===== config.mk =====
export PLATFORM = sky130hd
export DESIGN_NAME = core_data_router_flat
export DESIGN_NICKNAME = d
export VERILOG_FILES = /design/src/rtl/soc_router_pkg.sv /design/src/rtl/core_data_inf.sv /design/src/rtl/router_id_fifo.sv /design/src/rtl/core_data_router.sv /design/src/flat_wrapper.sv
export SDC_FILE = /design/constraint.sdc
export NUM_CORES = 1
export LEC_CHECK = 0
export CAP_MARGIN = 5
export CELL_PAD_IN_SITES_DETAIL_PLACEMENT = 1
export CELL_PAD_IN_SITES_GLOBAL_PLACEMENT = 2
export CORE_MARGIN = 4
export CORE_UTILIZATION = 10
export DETAILED_ROUTE_END_ITERATION = 6
export MAX_ROUTING_LAYER = met4
export PLACE_DENSITY_LB_ADDON = 0.1
export SETUP_SLACK_MARGIN = 0.1
export SYNTH_ARGS = -nofsm -noshare
export SYNTH_HDL_FRONTEND = slang
export SYNTH_SLANG_ARGS = --single-unit

===== constraint.sdc =====
create_clock -name clk_i -period 3.5 [get_ports clk_i]
set_clock_uncertainty 0.15 [all_clocks]
set_input_delay 0.7 -clock clk_i [delete_from_list [all_inputs] [get_ports clk_i]]
set_output_delay 0.7 -clock clk_i [all_outputs]
set_load 0.03 [all_outputs]

===== src/rtl/soc_router_pkg.sv =====
// Shared types and default address map for the core data router.
package soc_router_pkg;

  typedef enum logic [1:0] {
    TGT_RAM    = 2'd0,
    TGT_PERIPH = 2'd1,
    TGT_ERR    = 2'd2
  } router_tgt_e;

  localparam logic [31:0] DEF_RAM_BASE    = 32'h0001_0000;
  localparam logic [31:0] DEF_RAM_SIZE    = 32'h0001_0000;
  localparam logic [31:0] DEF_PERIPH_BASE = 32'h2000_0000;
  localparam logic [31:0] DEF_PERIPH_SIZE = 32'h0001_0000;

  localparam logic [31:0] ROUTER_ERR_RDATA = 32'hBADC_0FFE;

  // Region sizes are powers of two with size-aligned bases, so a mask compare suffices.
  function automatic logic addr_in_region(input logic [31:0] addr,
                                          input logic [31:0] base,
                                          input logic [31:0] size);
    return (addr & ~(size - 32'd1)) == base;
  endfunction

endpackage


===== src/rtl/core_data_inf.sv =====
// CV32E40P-style data bus: request/grant address phase, rvalid response phase.
interface CORE_DATA_INF;
  logic        data_req;
  logic        data_gnt;
  logic        data_rvalid;
  logic        data_we;
  logic [3:0]  data_be;
  logic [31:0] data_addr;
  logic [31:0] data_wdata;
  logic [31:0] data_rdata;

  modport Master (
    output data_req, data_addr, data_we, data_be, data_wdata,
    input  data_gnt, data_rvalid, data_rdata
  );

  modport Slave (
    input  data_req, data_addr, data_we, data_be, data_wdata,
    output data_gnt, data_rvalid, data_rdata
  );
endinterface


===== src/rtl/router_id_fifo.sv =====
// Ordered FIFO of target IDs for in-flight transactions; synchronous active-low reset.
module router_id_fifo
  import soc_router_pkg::*;
#(
  parameter int unsigned DEPTH = 2
) (
  input  logic        clk_i,
  input  logic        rst_ni,
  input  logic        push,
  input  router_tgt_e push_id,
  input  logic        pop,
  output logic        full,
  output logic        empty,
  output router_tgt_e head
);

  localparam int unsigned PW = (DEPTH > 1) ? $clog2(DEPTH) : 1;
  localparam int unsigned CW = $clog2(DEPTH + 1);

  router_tgt_e    mem [DEPTH];
  logic [PW-1:0]  wptr;
  logic [PW-1:0]  rptr;
  logic [CW-1:0]  count;
  logic           do_push;
  logic           do_pop;

  function automatic logic [PW-1:0] next_ptr(input logic [PW-1:0] p);
    return (p == PW'(DEPTH - 1)) ? '0 : p + 1'b1;
  endfunction

  assign do_push = push && !full;
  assign do_pop  = pop && !empty;

  always_ff @(posedge clk_i) begin
    if (!rst_ni) begin
      wptr  <= '0;
      rptr  <= '0;
      count <= '0;
      for (int unsigned i = 0; i < DEPTH; i++) begin
        mem[i] <= TGT_RAM;
      end
    end else begin
      if (do_push) begin
        mem[wptr] <= push_id;
        wptr      <= next_ptr(wptr);
      end
      if (do_pop) begin
        rptr <= next_ptr(rptr);
      end
      case ({do_push, do_pop})
        2'b10:   count <= count + 1'b1;
        2'b01:   count <= count - 1'b1;
        default: count <= count;
      endcase
    end
  end

  assign full  = (count == CW'(DEPTH));
  assign empty = (count == '0);
  assign head  = mem[rptr];

endmodule


===== src/rtl/core_data_router.sv =====
// Routes the core data port to data RAM or peripheral space with in-order responses.
// Define DATA_ROUTER_ERR_RESP_EN to answer unmapped accesses internally and expose err_o.
module core_data_router
  import soc_router_pkg::*;
#(
  parameter logic [31:0] RAM_BASE        = DEF_RAM_BASE,
  parameter logic [31:0] RAM_SIZE        = DEF_RAM_SIZE,
  parameter logic [31:0] PERIPH_BASE     = DEF_PERIPH_BASE,
  parameter logic [31:0] PERIPH_SIZE     = DEF_PERIPH_SIZE,
  parameter int unsigned MAX_OUTSTANDING = 2
) (
  input  logic         clk_i,
  input  logic         rst_ni,
  CORE_DATA_INF.Slave  s_data,
  CORE_DATA_INF.Master m_ram,
  CORE_DATA_INF.Master m_periph
`ifdef DATA_ROUTER_ERR_RESP_EN
  ,
  output logic         err_o
`endif
);

  router_tgt_e sel_tgt;
  router_tgt_e head_tgt;
  logic        fifo_full;
  logic        fifo_empty;
  logic        stall;
  logic        fwd;
  logic        sel_ram;
  logic        sel_periph;
  logic        tgt_gnt;
  logic        push;
  logic        pop;
  logic        head_rvalid;
  logic [31:0] head_rdata;
  logic        err_rvalid_q;

  always_comb begin
    sel_tgt = TGT_PERIPH;
    if (addr_in_region(s_data.data_addr, RAM_BASE, RAM_SIZE)) begin
      sel_tgt = TGT_RAM;
    end else if (addr_in_region(s_data.data_addr, PERIPH_BASE, PERIPH_SIZE)) begin
      sel_tgt = TGT_PERIPH;
    end else begin
`ifdef DATA_ROUTER_ERR_RESP_EN
      sel_tgt = TGT_ERR;
`else
      sel_tgt = TGT_PERIPH;
`endif
    end
  end

  // Outstanding entries always share one target, so the head stands for all of them.
  assign stall      = fifo_full || (!fifo_empty && (sel_tgt != head_tgt));
  assign fwd        = rst_ni && s_data.data_req && !stall;
  assign sel_ram    = (sel_tgt == TGT_RAM);
  assign sel_periph = (sel_tgt == TGT_PERIPH);

  assign m_ram.data_req      = fwd && sel_ram;
  assign m_ram.data_addr     = sel_ram ? s_data.data_addr  : '0;
  assign m_ram.data_we       = sel_ram ? s_data.data_we    : 1'b0;
  assign m_ram.data_be       = sel_ram ? s_data.data_be    : '0;
  assign m_ram.data_wdata    = sel_ram ? s_data.data_wdata : '0;

  assign m_periph.data_req   = fwd && sel_periph;
  assign m_periph.data_addr  = sel_periph ? s_data.data_addr  : '0;
  assign m_periph.data_we    = sel_periph ? s_data.data_we    : 1'b0;
  assign m_periph.data_be    = sel_periph ? s_data.data_be    : '0;
  assign m_periph.data_wdata = sel_periph ? s_data.data_wdata : '0;

  always_comb begin
    tgt_gnt = 1'b0;
    case (sel_tgt)
      TGT_RAM:    tgt_gnt = m_ram.data_gnt;
      TGT_PERIPH: tgt_gnt = m_periph.data_gnt;
      TGT_ERR:    tgt_gnt = 1'b1;
      default:    tgt_gnt = 1'b0;
    endcase
  end

  assign s_data.data_gnt = fwd && tgt_gnt;
  assign push            = s_data.data_req && s_data.data_gnt;

  router_id_fifo #(
    .DEPTH (MAX_OUTSTANDING)
  ) u_id_fifo (
    .clk_i   (clk_i),
    .rst_ni  (rst_ni),
    .push    (push),
    .push_id (sel_tgt),
    .pop     (pop),
    .full    (fifo_full),
    .empty   (fifo_empty),
    .head    (head_tgt)
  );

  // Error target answers exactly one cycle after its grant; writes there are discarded.
  always_ff @(posedge clk_i) begin
    if (!rst_ni) begin
      err_rvalid_q <= 1'b0;
    end else begin
      err_rvalid_q <= push && (sel_tgt == TGT_ERR);
    end
  end

`ifdef DATA_ROUTER_ERR_RESP_EN
  assign err_o = push && (sel_tgt == TGT_ERR);
`endif

  always_comb begin
    head_rvalid = 1'b0;
    head_rdata  = '0;
    case (head_tgt)
      TGT_RAM: begin
        head_rvalid = m_ram.data_rvalid;
        head_rdata  = m_ram.data_rdata;
      end
      TGT_PERIPH: begin
        head_rvalid = m_periph.data_rvalid;
        head_rdata  = m_periph.data_rdata;
      end
      TGT_ERR: begin
        head_rvalid = err_rvalid_q;
        head_rdata  = ROUTER_ERR_RDATA;
      end
      default: begin
        head_rvalid = 1'b0;
        head_rdata  = '0;
      end
    endcase
  end

  assign s_data.data_rvalid = rst_ni && !fifo_empty && head_rvalid;
  assign s_data.data_rdata  = s_data.data_rvalid ? head_rdata : '0;
  assign pop                = s_data.data_rvalid;

endmodule


===== src/flat_wrapper.sv =====
// flat-port wrapper written by rule: the top's interface ports become plain ports
module core_data_router_flat import soc_router_pkg::*;
#(
  parameter logic [31:0] RAM_BASE        = DEF_RAM_BASE,
  parameter logic [31:0] RAM_SIZE        = DEF_RAM_SIZE,
  parameter logic [31:0] PERIPH_BASE     = DEF_PERIPH_BASE,
  parameter logic [31:0] PERIPH_SIZE     = DEF_PERIPH_SIZE,
  parameter int unsigned MAX_OUTSTANDING = 2
)
  (clk_i, rst_ni, s_data_data_req, s_data_data_addr, s_data_data_we, s_data_data_be, s_data_data_wdata, s_data_data_gnt, s_data_data_rvalid, s_data_data_rdata, m_ram_data_req, m_ram_data_addr, m_ram_data_we, m_ram_data_be, m_ram_data_wdata, m_ram_data_gnt, m_ram_data_rvalid, m_ram_data_rdata, m_periph_data_req, m_periph_data_addr, m_periph_data_we, m_periph_data_be, m_periph_data_wdata, m_periph_data_gnt, m_periph_data_rvalid, m_periph_data_rdata);
  CORE_DATA_INF s_data_i ();
  CORE_DATA_INF m_ram_i ();
  CORE_DATA_INF m_periph_i ();
  input  logic clk_i;
  input  logic rst_ni;
  input wire logic [$bits(s_data_i.data_req)-1:0] s_data_data_req;
  input wire logic [$bits(s_data_i.data_addr)-1:0] s_data_data_addr;
  input wire logic [$bits(s_data_i.data_we)-1:0] s_data_data_we;
  input wire logic [$bits(s_data_i.data_be)-1:0] s_data_data_be;
  input wire logic [$bits(s_data_i.data_wdata)-1:0] s_data_data_wdata;
  output wire logic [$bits(s_data_i.data_gnt)-1:0] s_data_data_gnt;
  output wire logic [$bits(s_data_i.data_rvalid)-1:0] s_data_data_rvalid;
  output wire logic [$bits(s_data_i.data_rdata)-1:0] s_data_data_rdata;
  output wire logic [$bits(m_ram_i.data_req)-1:0] m_ram_data_req;
  output wire logic [$bits(m_ram_i.data_addr)-1:0] m_ram_data_addr;
  output wire logic [$bits(m_ram_i.data_we)-1:0] m_ram_data_we;
  output wire logic [$bits(m_ram_i.data_be)-1:0] m_ram_data_be;
  output wire logic [$bits(m_ram_i.data_wdata)-1:0] m_ram_data_wdata;
  input wire logic [$bits(m_ram_i.data_gnt)-1:0] m_ram_data_gnt;
  input wire logic [$bits(m_ram_i.data_rvalid)-1:0] m_ram_data_rvalid;
  input wire logic [$bits(m_ram_i.data_rdata)-1:0] m_ram_data_rdata;
  output wire logic [$bits(m_periph_i.data_req)-1:0] m_periph_data_req;
  output wire logic [$bits(m_periph_i.data_addr)-1:0] m_periph_data_addr;
  output wire logic [$bits(m_periph_i.data_we)-1:0] m_periph_data_we;
  output wire logic [$bits(m_periph_i.data_be)-1:0] m_periph_data_be;
  output wire logic [$bits(m_periph_i.data_wdata)-1:0] m_periph_data_wdata;
  input wire logic [$bits(m_periph_i.data_gnt)-1:0] m_periph_data_gnt;
  input wire logic [$bits(m_periph_i.data_rvalid)-1:0] m_periph_data_rvalid;
  input wire logic [$bits(m_periph_i.data_rdata)-1:0] m_periph_data_rdata;
  assign s_data_i.data_req = s_data_data_req;
  assign s_data_i.data_addr = s_data_data_addr;
  assign s_data_i.data_we = s_data_data_we;
  assign s_data_i.data_be = s_data_data_be;
  assign s_data_i.data_wdata = s_data_data_wdata;
  assign s_data_data_gnt = s_data_i.data_gnt;
  assign s_data_data_rvalid = s_data_i.data_rvalid;
  assign s_data_data_rdata = s_data_i.data_rdata;
  assign m_ram_data_req = m_ram_i.data_req;
  assign m_ram_data_addr = m_ram_i.data_addr;
  assign m_ram_data_we = m_ram_i.data_we;
  assign m_ram_data_be = m_ram_i.data_be;
  assign m_ram_data_wdata = m_ram_i.data_wdata;
  assign m_ram_i.data_gnt = m_ram_data_gnt;
  assign m_ram_i.data_rvalid = m_ram_data_rvalid;
  assign m_ram_i.data_rdata = m_ram_data_rdata;
  assign m_periph_data_req = m_periph_i.data_req;
  assign m_periph_data_addr = m_periph_i.data_addr;
  assign m_periph_data_we = m_periph_i.data_we;
  assign m_periph_data_be = m_periph_i.data_be;
  assign m_periph_data_wdata = m_periph_i.data_wdata;
  assign m_periph_i.data_gnt = m_periph_data_gnt;
  assign m_periph_i.data_rvalid = m_periph_data_rvalid;
  assign m_periph_i.data_rdata = m_periph_data_rdata;
  core_data_router #(.RAM_BASE(RAM_BASE), .RAM_SIZE(RAM_SIZE), .PERIPH_BASE(PERIPH_BASE), .PERIPH_SIZE(PERIPH_SIZE), .MAX_OUTSTANDING(MAX_OUTSTANDING)) u_core (.clk_i(clk_i), .rst_ni(rst_ni), .s_data(s_data_i), .m_ram(m_ram_i), .m_periph(m_periph_i));
endmodule

==> results.toml <==
[finish]
final_cell_area_um2 = 5080
drive_gt1_frac = 0.279
final_cell_mix = "144 x clkdlybuf4s50_1, 133 x buf_4, 106 x and2_1"
final_common_cell = "clkdlybuf4s50_1"
area_growth_pct = 175
fin_nets = 741
fillers = 2191
stdcell_count = 829

[global_routing]
grt_max_degree = 58
grt_first_pass_wirelength_mm = 18.8
antenna_found_initial = 0
grt_pass1_vias = 3316
grt_use_total = 0.120
grt-ovfl-total = 0

[critical_path]
end_kind = "primary output"
slowest_stage = "clkdlybuf4s50_1"
cp_cell_sequence = "clkdlybuf4s50_1 > nor4b_4 > nand4_4 > buf_4 > clkbuf_16 > and2_1 > dlygate4sd2_1"
cp-start-kind = "input pin"
critical_path_class = "in2out"
r2r_slack_ns = 0.97
r2r_end = "u_core.u_id_fifo.count[1]$_SDFFE_PN0P_"
required_ns = 2.65
max_stage_delay_ns = 0.48
cp_max_fo = 21
rr_worst_depth = 8
cp.arrival_ns = 2.53

[routing]
num_vias = 3180
routed_wl_mm = 14.3
vias_per_cell = 3.84
antenna_left = 0
post_drt_wl_per_cell_um = 17.3
drt-initial-drc-count = 51
drc = 0
drtPass1Iterations = 4

[pwr]
powerDensity_nw_per_um2 = 164
combPwrFrac = 0.643
seqPwrFrac = 0.116
p_clk_frac = 0.241
p_sw_frac = 0.401
net-switching-power_uw = 334
p_int_uw = 500
p_leak_uw = 0.00241
irDropWorstVdd_mv = 0.0941
power_uw = 834

[worst_hold_path]
min_path_type = "reg2reg"
hold_depth = 2
holdPathEnd = "u_core.u_id_fifo.count[1]$_SDFFE_PN0P_"
min-delay-start = "u_core.u_id_fifo.count[1]$_SDFFE_PN0P_"

[floorplanning]
dieHeight_um = 144
die_area_um2 = 20700
ioPinCount = 314
initial_core_util = 0.102
rows = 49
core_um2 = 18100
fp.dieW_um = 144

[job]
cap_viol_max_count = 0

[clock_network]
clk_path_buf_depth = 2
clock_sinks = 7
cts_tree = "yes"
cts-root-buf = "clkbuf_16"
cts_max_level = 1
cts_buffers = 3
insertion_delay_ns = 0.24
cts.clk_slew.worst_paths_ns = 0.04
postCtsHoldBufs = 0

[place]
port-buffer-count = 298
dp_hpwl_mm = 10.9
dp.cells = 813
gp_congestion = 0.752
dpl_cell_area_um2 = 4750

[timing]
rsz0062_at_grt = "false"
final-hold-violation-count = 0
setup_viol = 0
drv_slew = 0
fmax_mhz = 296
fin_crit_sh = 0.965
period_minus_slack_ns = 3.38
fin_tns_setup_ns = 0

[synth]
synth_cell_types = 31
syn_area_um2 = 1850
synth_cells = 315
avgSynthCellArea_um2 = 5.87
synth_seq_area_share = 0.0758
yosysWarnings = 0
synth_seq_cells = 7

[run_status]
status = "finished, final reports clean"
per-stage QoR:
step	hold slack [ns]	worst slack, ns	util
after floorplan	0.317	0.282	-
after global placement	0.349	-0.118	0.262
after detailed placement	0.367	-0.0653	0.262
after CTS	0.370	0.0265	0.267
after global routing	0.396	0.0428	0.281
final	0.364	0.122	0.281
cells by family after synthesis:
logic type               count (synthesis)  share of synthesized area
AND/OR/NAND/NOR                        200                      0.599
buffers and inverters                   57                      0.151
AO/OA/AOI/OAI                           41                      0.121
flip-flops                               7                     0.0758
multiplexers                             5                     0.0311
XOR/XNOR                                 3                     0.0142
adder cells (fa/ha/maj)                  1                    0.00677
other                                    1                    0.00203
cell type report:
class                   instances  area, µm²  share of cell area
diodes                          1       2.50            0.000493
repair buffers                319       2970               0.586
inverters                       4       18.8             0.00370
flip-flops and latches          7        140              0.0276
clock buffers                   4       78.8              0.0155
well taps                     229        287              0.0564
multi-input cells             265       1580               0.310
layer usage:
layer	vias up	share of wire	GRT usage
li1	1526	-	-
met4	0	0.010	0.0268
met2	184	0.50	0.207
met1	1463	0.38	0.133
met5	-	0	-
met3	7	0.11	0.0423
what timing repair did:
| item | in CTS | in global routing |
|---|---|---|
| cloned | 0 | 4 |
| setup endpoints to repair | 75 | 56 |
| gates resized for setup | 24 | 23 |
| buffers inserted | 0 | 7 |
| pin swaps | 0 | 6 |
cell usage after synthesis:
library cell  number  share of area
o21ai_0            2         0.0054
dfxtp_1            7          0.076
conb_1             1         0.0020
a21boi_0           2         0.0081
buf_2              7          0.019
nor4b_2            1         0.0081
mux2_2             2          0.012
nand4_2            1         0.0068
nor4_2             3          0.020
and3_1             3          0.010
nand3_1            3         0.0081
nor3b_2            1         0.0068
nand3b_2           1         0.0061
mux2i_1            2          0.011
a2111oi_0          1         0.0047
or3_1              1         0.0034
a31o_2             1         0.0047
a211o_1            1         0.0047
xnor2_1            3          0.014
nor2_1             3         0.0061
and2_1           110           0.37
nor2b_1            1         0.0034
a31oi_1            1         0.0034
inv_1              4         0.0081
nor3_1             1         0.0027
ha_1               1         0.0068
buf_4             15          0.061
nand2_1           71           0.14
mux2_4             1         0.0081
a21oi_1           33          0.089
clkbuf_1          31          0.063
how the worst max path moves through the flow:
stage / from / depth (start not counted) / endpoint / slack (ns)
2_1_floorplan: s_data_data_addr[16] / 5 / m_periph_data_req / 0.28
3_3_place_gp: s_data_data_addr[16] / 8 / m_periph_data_req / -0.12
3_5_place_dp: s_data_data_addr[16] / 8 / m_periph_data_req / -0.07
4_1_cts: s_data_data_addr[25] / 8 / m_ram_data_addr[7] / 0.03
5_1_grt: s_data_data_addr[16] / 7 / m_periph_data_addr[10] / 0.04
6_report: s_data_data_addr[16] / 7 / m_periph_data_addr[10] / 0.12
power groups by stage:
stage	clock [µW]	combinational [µW]	sequential (µW)
after floorplan	0	266	91.1
after global placement	0	539	96.4
after detailed placement	0	543	96.9
after CTS	207	539	95.8
after global routing	213	577	97.6
final	201	537	96.3
worst max-delay path, delay by kind of cell:
kind	cells	cell delay, ns
buf+inv	4	1.20
simple gates	3	0.61
(Power assumes the default switching activity.)
